`src/rtl/cpu_defs.sv`:
```
// Shared CPU-side definitions: arbiter FSM states, bus owner and access size codes.
package cpu_defs;

  typedef enum logic [1:0] {
    ST_IDLE = 2'd0,
    ST_ADDR = 2'd1,
    ST_DATA = 2'd2
  } arb_state_t;

  typedef enum logic {
    OWN_DATA = 1'b0,
    OWN_INST = 1'b1
  } arb_owner_t;

  localparam logic [1:0] SIZE_BYTE = 2'd0;
  localparam logic [1:0] SIZE_HALF = 2'd1;
  localparam logic [1:0] SIZE_WORD = 2'd2;

endpackage

```
`src/rtl/arb_starve_cnt.sv`:
```
// Counts consecutive inst losses to the data port; sat tells the arbiter that
// inst must win the next contested grant.
module arb_starve_cnt #(
  parameter int STARVE_MAX = 4
) (
  input  logic clk,
  input  logic rst,
  input  logic inc,
  input  logic clr,
  output logic sat
);

  logic [3:0] cnt;

  // Loss counter: clear wins over increment, holds at the limit.
  always_ff @(posedge clk or posedge rst) begin
    if (rst) begin
      cnt <= 4'd0;
    end else if (clr) begin
      cnt <= 4'd0;
    end else if (inc && (cnt != 4'(STARVE_MAX))) begin
      cnt <= cnt + 4'd1;
    end
  end

  assign sat = (cnt == 4'(STARVE_MAX));

endmodule

```
`src/rtl/mem_arbiter.sv`:
```
// Two-port (inst/data) to one downstream memory arbiter with a single
// outstanding transaction. Data has priority; a starvation counter forces an
// inst grant after STARVE_MAX consecutive contested losses.
module mem_arbiter
  import cpu_defs::*;
#(
  parameter int STARVE_MAX = 4
) (
  input  logic        clk,
  input  logic        rst,
  input  logic        i_req,
  input  logic [31:0] i_addr,
  output logic        i_addr_ok,
  output logic        i_data_ok,
  output logic [31:0] i_rdata,
  input  logic        d_req,
  input  logic        d_wr,
  input  logic [1:0]  d_size,
  input  logic [31:0] d_addr,
  input  logic [31:0] d_wdata,
  output logic        d_addr_ok,
  output logic        d_data_ok,
  output logic [31:0] d_rdata,
  output logic        req,
  output logic        wr,
  output logic [1:0]  size,
  output logic [31:0] addr,
  output logic [31:0] wdata,
  input  logic        addr_ok,
  input  logic        data_ok,
  input  logic [31:0] rdata,
  output logic        busy
);

  arb_state_t state;
  arb_owner_t owner;
  logic       grant_d;
  logic       grant_i;
  logic       starve_sat;
  logic       done;

  // Grant decision, only meaningful in IDLE; held off while reset is active.
  always_comb begin
    grant_d = 1'b0;
    grant_i = 1'b0;
    if ((state == ST_IDLE) && !rst) begin
      if (d_req && !(starve_sat && i_req)) begin
        grant_d = 1'b1;
      end else if (i_req) begin
        grant_i = 1'b1;
      end
    end
  end

  arb_starve_cnt #(
    .STARVE_MAX(STARVE_MAX)
  ) u_starve (
    .clk (clk),
    .rst (rst),
    .inc (grant_d && i_req),
    .clr (grant_i),
    .sat (starve_sat)
  );

  // Transaction FSM with latched request fields and registered req/busy.
  always_ff @(posedge clk or posedge rst) begin
    if (rst) begin
      state <= ST_IDLE;
      owner <= OWN_DATA;
      wr    <= 1'b0;
      size  <= 2'd0;
      addr  <= 32'd0;
      wdata <= 32'd0;
      req   <= 1'b0;
      busy  <= 1'b0;
    end else begin
      case (state)
        ST_IDLE: begin
          if (grant_d) begin
            owner <= OWN_DATA;
            wr    <= d_wr;
            size  <= d_size;
            addr  <= d_addr;
            wdata <= d_wdata;
            req   <= 1'b1;
            busy  <= 1'b1;
            state <= ST_ADDR;
          end else if (grant_i) begin
            owner <= OWN_INST;
            wr    <= 1'b0;
            size  <= SIZE_WORD;
            addr  <= i_addr;
            wdata <= 32'd0;
            req   <= 1'b1;
            busy  <= 1'b1;
            state <= ST_ADDR;
          end
        end
        ST_ADDR: begin
          if (addr_ok) begin
            req   <= 1'b0;
            state <= ST_DATA;
          end
        end
        ST_DATA: begin
          if (data_ok) begin
            busy  <= 1'b0;
            state <= ST_IDLE;
          end
        end
        default: begin
          req   <= 1'b0;
          busy  <= 1'b0;
          state <= ST_IDLE;
        end
      endcase
    end
  end

  // Upstream handshakes: accept only in IDLE, complete only to the owner.
  assign done      = (state == ST_DATA) && data_ok;
  assign i_addr_ok = grant_i;
  assign d_addr_ok = grant_d;
  assign i_data_ok = done && (owner == OWN_INST);
  assign d_data_ok = done && (owner == OWN_DATA);
  assign i_rdata   = rdata;
  assign d_rdata   = rdata;

endmodule
```
`config.mk`:
```
export PLATFORM = sky130hd
export DESIGN_NAME = mem_arbiter
export DESIGN_NICKNAME = d
export VERILOG_FILES = /design/src/rtl/cpu_defs.sv /design/src/rtl/arb_starve_cnt.sv /design/src/rtl/mem_arbiter.sv
export SDC_FILE = /design/constraint.sdc
export NUM_CORES = 1
export LEC_CHECK = 0
export CORE_MARGIN = 2
export CORE_UTILIZATION = 38
export CTS_BUF_LIST = sky130_fd_sc_hd__clkbuf_8 sky130_fd_sc_hd__clkbuf_16
export DETAILED_ROUTE_END_ITERATION = 10
export GPL_TIMING_DRIVEN = 0
export PLACE_DENSITY_LB_ADDON = 0.15
export SYNTH_ARGS = -nofsm -noshare
export SYNTH_HDL_FRONTEND = slang
export SYNTH_SLANG_ARGS = --single-unit
```
`constraint.sdc`:
```
create_clock -name clk -period 5.8 [get_ports clk]
set_input_delay 1.16 -clock clk [delete_from_list [all_inputs] [get_ports clk]]
set_output_delay 1.16 -clock clk [all_outputs]
set_load 0.02 [all_outputs]
```
==> results.yml <==
synthesis:
  compound_gate_fraction_of_synth_area: 0.299
  synth_seq_cells: 76
  synthesized_netlist_cell_count: 355
  synth_top_family_by_area: "compound AO/OA/AOI/OAI gates"
  synth-warning-count: 0
  synth-simple-area-share: 0.0419
  synth_cell_type_count: 31
  netlist_area_sq_um: 3940
  muxShareOfSynthArea: 0
  yosysSeqAreaShare: 0.483
  synthesis.nets: 494
  adder_cell_fraction_of_synth_area: 0.00636
  post_synth.cell_area_avg_sq_um: 11.1
  synth_xor_area_frac: 0
drt:
  route.detailed.drc: 0
  detailed_route_via_count: 3927
  drtAntennaViolNets: 0
  drt-pass1-iter-count: 4
  drt_iter0_markers: 160
  route.detailed.wl_per_inst_um: 18.5
  routed_via_density: 5.24
  drt_wl_total_mm: 13.9
cts:
  cts_buf_count: 9
  clk_pin_slew_ns: 0.08
  htree_num_levels: 3
  max-clock-path-buffers: 2
  cts_tree: "built"
  clk-insertion-delay-late_ns: 0.34
  tritoncts_num_sinks: 76
  cts.root.buffer_cell: "sky130_fd_sc_hd__clkbuf_8"
  hold_buffers: 0
  post_cts_resize_count: 0
  post_cts_setup_buffers: 0
setup_path:
  cp_data_arrival_time_ns: 3.66
  cpMostUsedCell: "sky130_fd_sc_hd__clkdlybuf4s50_1"
  path_delay_family: "buffers and inverters"
  crit_type: "input port to primary output"
  slowest_stage_cell_crit_path: "sky130_fd_sc_hd__clkdlybuf4s50_1"
  path_max_fanout: 10
  slowest_delay_ns: 0.67
  cp_data_required_time_ns: 4.64
  crit_path_end_kind: "primary output"
  crit_path_start_kind: "input port"
  crit_buf_inv: 5
  cp_cell_sequence: "clkdlybuf4s50_1 -> clkbuf_1 -> inv_2 -> nor3_4 -> buf_2 -> clkdlybuf4s50_1"
floorplan:
  fp.dieW_um: 106
  die_area_sq_um: 11200
  pin_count: 274
  die_height_um: 106
  core_area_sq_um: 10200
  num_rows: 37
  starting_density_of_the_core: 0.387
place:
  place.detailed.hpwl_mm: 10.6
  numPortBuffers: 241
  gpl.final_weighted_congestion: 0.796
global_route:
  antenna_found_initial: 0
  grtUsageMet1: 0.283
  top_usage_layer: "met2"
  groute.layer.met2.usage: 0.413
  grt_first_pass_wirelength_mm: 21.2
  first_global_vias: 4038
  gr-usage-met3: 0.0606
  grt_start_max_net_pins: 45
  globalRouteTotalUtil: 0.242
  grt_remaining_overflow: 0
finish:
  commonest_non_fill_non_tap_cell_in_the_layout: "sky130_fd_sc_hd__clkdlybuf4s50_1"
  drive_above_1_share: 0.158
  insertedDiodeCount: 0
  area_growth_syn_to_layout_pct: 71.1
  mostFrequentLayoutCells: "sky130_fd_sc_hd__clkdlybuf4s50_1 (241), sky130_fd_sc_hd__dfrtp_1 (76), sky130_fd_sc_hd__buf_4 (64)"
  final_nets: 747
  number_of_fill_cells: 804
timing:
  tightestPinTransition_ns: 0.531
  post-route-period-util: 0.831
  tns_ns: 0
  finClkSkew_ns: 0.00732
  setup-violations-final: 0
  tmin_final_ns: 4.82
  setup_repair_after_global_routing_missed_its_margin: "false"
  hold_viol: 0
  timing.slew.headroom: 0.646
  slew_viol_final: 0
  fmaxAchievable_ghz: 0.207
hold_path:
  tightest_hold_check_type: "flip-flop to flip-flop"
outcome:
  outcome: "complete, no violations"
flow_run:
  cap_violations: 0
pwr:
  powerDensity_nw_per_um2: 424
  ir_worst_vdd_mv: 0.261
  reported_leakage_power_nw: 2.79
  power_mw: 2.86
## synth_stat cells
master                      count  area share
sky130_fd_sc_hd__inv_1          7      0.0067
sky130_fd_sc_hd__nand2_1       12       0.011
sky130_fd_sc_hd__ha_1           2      0.0064
sky130_fd_sc_hd__buf_2          9       0.011
sky130_fd_sc_hd__nor2_1         4      0.0038
sky130_fd_sc_hd__nor4bb_1       1      0.0025
sky130_fd_sc_hd__o21ai_1        2      0.0025
sky130_fd_sc_hd__nand2b_1       1      0.0016
sky130_fd_sc_hd__a22o_1        34       0.076
sky130_fd_sc_hd__o211ai_1       1      0.0019
sky130_fd_sc_hd__a21o_1         1      0.0019
sky130_fd_sc_hd__buf_6          2      0.0057
sky130_fd_sc_hd__a2bb2oi_1     33       0.073
sky130_fd_sc_hd__o21ai_0        3      0.0038
sky130_fd_sc_hd__or3_4          2      0.0057
sky130_fd_sc_hd__or4b_1         1      0.0025
sky130_fd_sc_hd__inv_2          1     0.00095
sky130_fd_sc_hd__a311oi_1      32       0.071
sky130_fd_sc_hd__and4b_1        2      0.0051
sky130_fd_sc_hd__clkbuf_1      20       0.019
sky130_fd_sc_hd__nand4b_1       1      0.0022
sky130_fd_sc_hd__nand3_1        1      0.0013
sky130_fd_sc_hd__dfrtp_1       76        0.48
sky130_fd_sc_hd__buf_4         64        0.12
sky130_fd_sc_hd__buf_1          4      0.0038
sky130_fd_sc_hd__nor3_4         1      0.0041
sky130_fd_sc_hd__o31ai_1       32       0.061
sky130_fd_sc_hd__a21oi_1        1      0.0013
sky130_fd_sc_hd__a31oi_1        2      0.0032
sky130_fd_sc_hd__o22ai_1        2      0.0032
sky130_fd_sc_hd__or2_1          1      0.0016
## worst register-to-register path, cell delays in order, from the launching register on
cell,delay (ns)
sky130_fd_sc_hd__dfrtp_1,0.42
sky130_fd_sc_hd__inv_1,0.06
sky130_fd_sc_hd__ha_1,0.23
sky130_fd_sc_hd__and4b_1,0.19
sky130_fd_sc_hd__clkbuf_1,0.23
sky130_fd_sc_hd__nor3_4,0.44
sky130_fd_sc_hd__buf_2,0.32
sky130_fd_sc_hd__a22o_1,0.19
## where the power goes
part	leakage, nW	total (mW)	internal [mW]	switching (mW)
combinational	1.79	1.53	0.784	0.746
clock	0.0876	0.383	0.179	0.204
sequential	0.903	0.944	0.778	0.166
## final cells by class
class | instances | area [sq um] | share of cell area
buffer | 99 | 638 | 0.0947
clock buffer | 11 | 151 | 0.0225
clock inverter | 5 | 36.3 | 0.00539
inverter | 8 | 32.5 | 0.00483
multi-input combinational | 172 | 1370 | 0.203
sequential | 76 | 1900 | 0.282
tap | 136 | 170 | 0.0253
timing repair buffer | 242 | 2440 | 0.362
## metal layers
layer / vias to the layer above / share of wire
li1: 1804 / -
met4: 0 / 0.045
met2: 204 / 0.50
met5: - / 0
met3: 43 / 0.075
met1: 1876 / 0.38
## registers in the layout (all words and copies together) (netlist names), 2 cells and up
register	cells
addr	32
wdata	32
size	2
u_starve.cnt	4
state	2
## final timing paths
path,start,slack (ns),end,cells after the start
worst max-delay path,d_req,0.98,d_addr_ok,6
worst min-delay path,req,0.49,req,2
worst max register to register,u_starve.cnt[0],3.67,wdata[5],7
worst min register to register,req,0.49,req,2
max in group asynchronous,rst,4.00,addr[9],3
min in group asynchronous,rst,1.24,wdata[3],2
## through the flow
| step | hold WS (ns) | cell area (sq um) | instances | util | setup WS [ns] |
|---|---|---|---|---|---|
| after global routing | 0.512 | 6740 | 749 | 0.662 | 0.826 |
| after floorplan | 0.465 | 3940 | 355 | - | 2.49 |
| after CTS | 0.494 | 6740 | 749 | 0.662 | 0.977 |
| after global placement | 0.463 | 6520 | 732 | 0.640 | 1.06 |
| final | 0.489 | 6740 | 749 | 0.662 | 0.978 |
| after detailed placement | 0.469 | 6550 | 733 | 0.643 | 0.988 |
## cell families (layout without fill, tap and decap cells)
group                    Yosys count  count (layout)
AO/OA/AOI/OAI                    143             143
flip-flops                        76              76
buffers and inverters            107             365
adder cells (fa/ha/maj)            2               2
AND/OR/NAND/NOR                   27              27
No activity file was read; power rests on OpenSTA's default activity.
